<file path="config.mk">
export PLATFORM = sky130hd
export DESIGN_NAME = etapa_if
export DESIGN_NICKNAME = d
export VERILOG_FILES = /design/src/rtl/etapa_if.sv
export SDC_FILE = /design/constraint.sdc
export NUM_CORES = 1
export LEC_CHECK = 0
export CORE_ASPECT_RATIO = 1.1
export CORE_MARGIN = 1.5
export CORE_UTILIZATION = 30
export DETAILED_ROUTE_END_ITERATION = 8
export PLACE_DENSITY = 0.57
export SLEW_MARGIN = 10
export SYNTH_ARGS = -nofsm -noshare
export SYNTH_HDL_FRONTEND = slang
export SYNTH_SLANG_ARGS = --single-unit
</file>
<file path="constraint.sdc">
create_clock -name clk -period 3.8 [get_ports clk]
set_clock_uncertainty 0.1 [all_clocks]
set_input_delay 0.38 -clock clk [delete_from_list [all_inputs] [get_ports clk]]
set_output_delay 0.38 -clock clk [all_outputs]
set_load 0.01 [all_outputs]
</file>
<file path="src/rtl/etapa_if.sv">
// etapa_if: instruction-fetch stage with one-entry skid buffer and branch redirect.
// Optional HALT-opcode fetch stop is compiled in when IF_HALT_EN is defined.
module etapa_if #(
    parameter int unsigned PC_W     = 8,
    parameter int unsigned RESET_PC = 0
) (
    input  logic            clk,
    input  logic            rst_n,
    input  logic            stall,
    input  logic            branch_taken,
    input  logic [PC_W-1:0] branch_target,
    output logic            imem_rd,
    output logic [PC_W-1:0] imem_addr,
    input  logic [13:0]     imem_data,
    output logic [13:0]     instruccion,
    output logic [PC_W-1:0] pc_out,
    output logic            valid_out,
    output logic            halted
);

    logic [PC_W-1:0] pc;
    logic [PC_W-1:0] req_pc;
    logic            rsp_pend;
    logic            skid_v;
    logic [13:0]     skid_ins;
    logic [PC_W-1:0] skid_pc;
    logic            stop;
    logic            rsp_ok;

`ifdef IF_HALT_EN
    logic halt_q;
    logic halt_set;

    assign stop     = halt_q;
    assign halted   = halt_q;
    // rsp_ok always lands the word in the output or skid slot
    assign halt_set = rsp_ok & (imem_data[13:10] == 4'b1111);

    always_ff @(posedge clk or negedge rst_n) begin
        if (!rst_n) begin
            halt_q <= 1'b0;
        end else if (halt_set) begin
            halt_q <= 1'b1;
        end
    end
`else
    assign stop   = 1'b0;
    assign halted = 1'b0;
`endif

    assign imem_rd   = rst_n & ~branch_taken & ~stall & ~stop;
    assign imem_addr = pc;
    assign rsp_ok    = rsp_pend & ~branch_taken & ~stop;

    always_ff @(posedge clk or negedge rst_n) begin
        if (!rst_n) begin
            pc          <= PC_W'(RESET_PC);
            req_pc      <= '0;
            rsp_pend    <= 1'b0;
            skid_v      <= 1'b0;
            skid_ins    <= '0;
            skid_pc     <= '0;
            instruccion <= '0;
            pc_out      <= '0;
            valid_out   <= 1'b0;
        end else begin
            rsp_pend <= imem_rd;
            if (imem_rd) begin
                req_pc <= pc;
                pc     <= pc + PC_W'(1);
            end

            if (branch_taken) begin
                pc          <= branch_target;
                valid_out   <= 1'b0;
                instruccion <= '0;
                skid_v      <= 1'b0;
            end else if (!stall) begin
                if (skid_v) begin
                    instruccion <= skid_ins;
                    pc_out      <= skid_pc;
                    valid_out   <= 1'b1;
                    skid_v      <= 1'b0;
                end else if (rsp_ok) begin
                    instruccion <= imem_data;
                    pc_out      <= req_pc;
                    valid_out   <= 1'b1;
                end else begin
                    valid_out   <= 1'b0;
                    instruccion <= '0;
                end
            end else if (rsp_ok) begin
                // Under stall a bubble is replaced; a valid word is held and the response parks in skid
                if (!valid_out) begin
                    instruccion <= imem_data;
                    pc_out      <= req_pc;
                    valid_out   <= 1'b1;
                end else begin
                    skid_ins <= imem_data;
                    skid_pc  <= req_pc;
                    skid_v   <= 1'b1;
                end
            end
        end
    end

endmodule
</file>
==> results.cfg <==
[clock_network]
clk_latency_ns = 0.35
htree_levels = 3
cts-buffers-inserted = 9
cts_tree = yes
cts.sinks = 63
cts_resized = 0
clk_pin_slew_ns = 0.08
clockBufferDepth = 2
root_buffer = clkbuf_8

[route]
drt_iter0_drc = 115
drt-total-wl_mm = 5.628
route.detailed.drc = 0
vias = 1800
final_antenna_net_count = 0
first_pass_iters = 3
wl_per_cell_um = 14.73
via_per_inst = 4.712

[logic_synthesis]
synth_largest_area_cell = dfrtp_1
netlist_instances = 206
synth_seq_cells = 63
yosys-top-cells-count = 63 x dfrtp_1, 40 x mux2_2, 15 x mux2i_1
synth_cell_types = 39
synthArstFlopShare_pct = 100.0
synth_top_area_share_pct = 56.33
synth_ff_type = dfrtp_1
yosys-top-cells-area = dfrtp_1 56%, mux2_2 16%, mux2i_1 5.4%
syn-cell-area_um2 = 2799
ys_warn_count = 0
synth_most_common_cell = dfrtp_1
synth_edf_count = 0
seq_area_frac_synth_pct = 56.33
synth_nets = 233
synth.avg_cell_area_um2 = 13.59

[global_route]
antenna_found_initial = 0
grt_pass1_vias = 1823
track_usage_pct = 12.35
overflow = 0
grt_start_max_net_pins = 40
grt_pass1_wl_mm = 9.342

[hold_path]
min_path_type = register to register
min-delay-start = instruccion[6]

[die]
io_pins = 59
die_area_um2 = 9919
coreArea_um2 = 8964
die_w_um = 95.10
start_util_pct = 31.23
die_h_um = 104.3
num_rows = 36

[power]
vdd_drop_max_uv = 177.6
power.leakage_nw = 1.601
powerDensity_nw_per_um2 = 507.6

[worst_setup_path]
crit_arrival_ns = 2.32
worstPathMaxFanout = 29
cp-end-kind = primary output
timing.setup.critical_path_class = input pin to primary output
cp.required_ns = 3.32
r2r-start = skid_v
crit_start = rst_n
startpoint_type = input pin

[place]
place_congestion = 0.7848
io_buffers = 57
post-dp-hpwl_mm = 3.688
dpl.cell_count = 365

[timing]
finalCritPeriodShare_pct = 73.72
slew_viol_final = 0
setup_viol = 0
rsz0062_at_grt = false
maxSlewHeadroom_pct = 43.90
fmax_mhz = 356.9
hold_viol_final = 0
period_minus_slack_ns = 2.802
finalSetupTns_ns = 0
worstMarginPinSlew_ns = 0.8397

[cells_and_area]
n_fill_cell = 852
area_growth_pct = 32.99
nets = 290
fin_cells = 382
layout-drive-gt1-share_pct = 24.25
num_antenna_cells = 0

[flow_run]
max-cap-violations = 0

[outcome]
status = completed
## per-stage QoR
stage | hold WS (ns) | power [mW] | worst slack, ns | utilization, % | cell area (um^2)
finish | 0.3937 | 1.889 | 0.9985 | 41.53 | 3722
global route | 0.4165 | 1.983 | 0.8463 | 41.53 | 3722
global placement | 0.3355 | 1.131 | 1.090 | 38.41 | 3443
CTS | 0.4000 | 1.920 | 0.9335 | 41.53 | 3722
detailed placement | 0.3376 | 1.135 | 1.073 | 38.41 | 3443
floorplan | -0.01559 | 0.9580 | 2.208 | - | 2799
## report_power, final
group	total (mW)	internal, mW	switching (mW)
combinational	0.300	0.192	0.108
sequential	0.814	0.753	0.0612
clock	0.775	0.504	0.271
## state kept, by name, indices dropped and copies added, names as in the netlist
signal and cells:
pc_out 8, instruccion 14, imem_addr 8, skid_v 1
skid_ins 14, rsp_pend 1, req_pc 8, skid_pc 8
valid_out 1
## area by class of cell
type / count / area (um^2) / area share (%)
inverters: 3 / 11.26 / 0.3025
repair buffers: 60 / 590.6 / 15.87
clock buffers: 9 / 123.9 / 3.328
well taps: 114 / 142.6 / 3.832
multi-input cells: 126 / 1132 / 30.42
clock inverters: 7 / 145.1 / 3.899
flip-flops and latches: 63 / 1577 / 42.35
## worst max-delay path, stage by stage
cell and delay, ns:
dlygate4sd3_1 0.51, buf_2 0.50, nor3b_1 0.32, clkdlybuf4s50_1 0.60
## logic make-up (layout without fill, tap and decap cells)
group                    count (synthesis)  after routing  share of synthesized area [%]
XOR/XNOR                                 2              2                         0.6260
buffers and inverters                   17             79                          3.486
flip-flops                              63             63                          56.33
AND/OR/NAND/NOR                         34             34                          6.840
other                                    1              1                         0.1340
multiplexers                            61             61                          24.41
adder cells (fa/ha/maj)                  1              1                         0.4470
AO/OA/AOI/OAI                           27             27                          7.734
## what timing repair did
action | CTS | global route
endpoints found under the hold margin | 24 | 0
setup buffers | 0 | 0
hold buffers | 1 | 0
## per-layer routing
layer | vias to the layer above | GRT usage, % | part of all wire, %
met5 | - | 0 | 0
met4 | 0 | 5.437 | 1.7
met3 | 8 | 3.070 | 5.0
met2 | 47 | 18.74 | 47
met1 | 884 | 16.43 | 47
li1 | 861 | - | -
## path summary, 6_finish.rpt
| kind | end | slack (ns) | cells after the start |
|---|---|---|---|
| hold / removal | instruccion[6] | 0.39 | 1 |
| hold reg to reg | instruccion[6] | 0.39 | 1 |
| setup reg to reg | pc_out[1] | 1.82 | 3 |
| min in group asynchronous | imem_addr[2] | 0.49 | 2 |
| max in group asynchronous | rsp_pend | 2.19 | 3 |
| setup / recovery | imem_rd | 1.0 | 4 |
## placed cells by master (no fill, tap or decap), drive strengths merged, types with 4 or more instances in the layout
| master | n |
|---|---|
| dfrtp | 63 |
| bufinv | 4 |
| mux2 | 46 |
| o2bb2ai | 14 |
| mux2i | 15 |
| nand3 | 5 |
| nand2 | 10 |
| clkdlybuf4s50 | 56 |
| clkbuf | 9 |
Power figures use the tool's default switching activity.
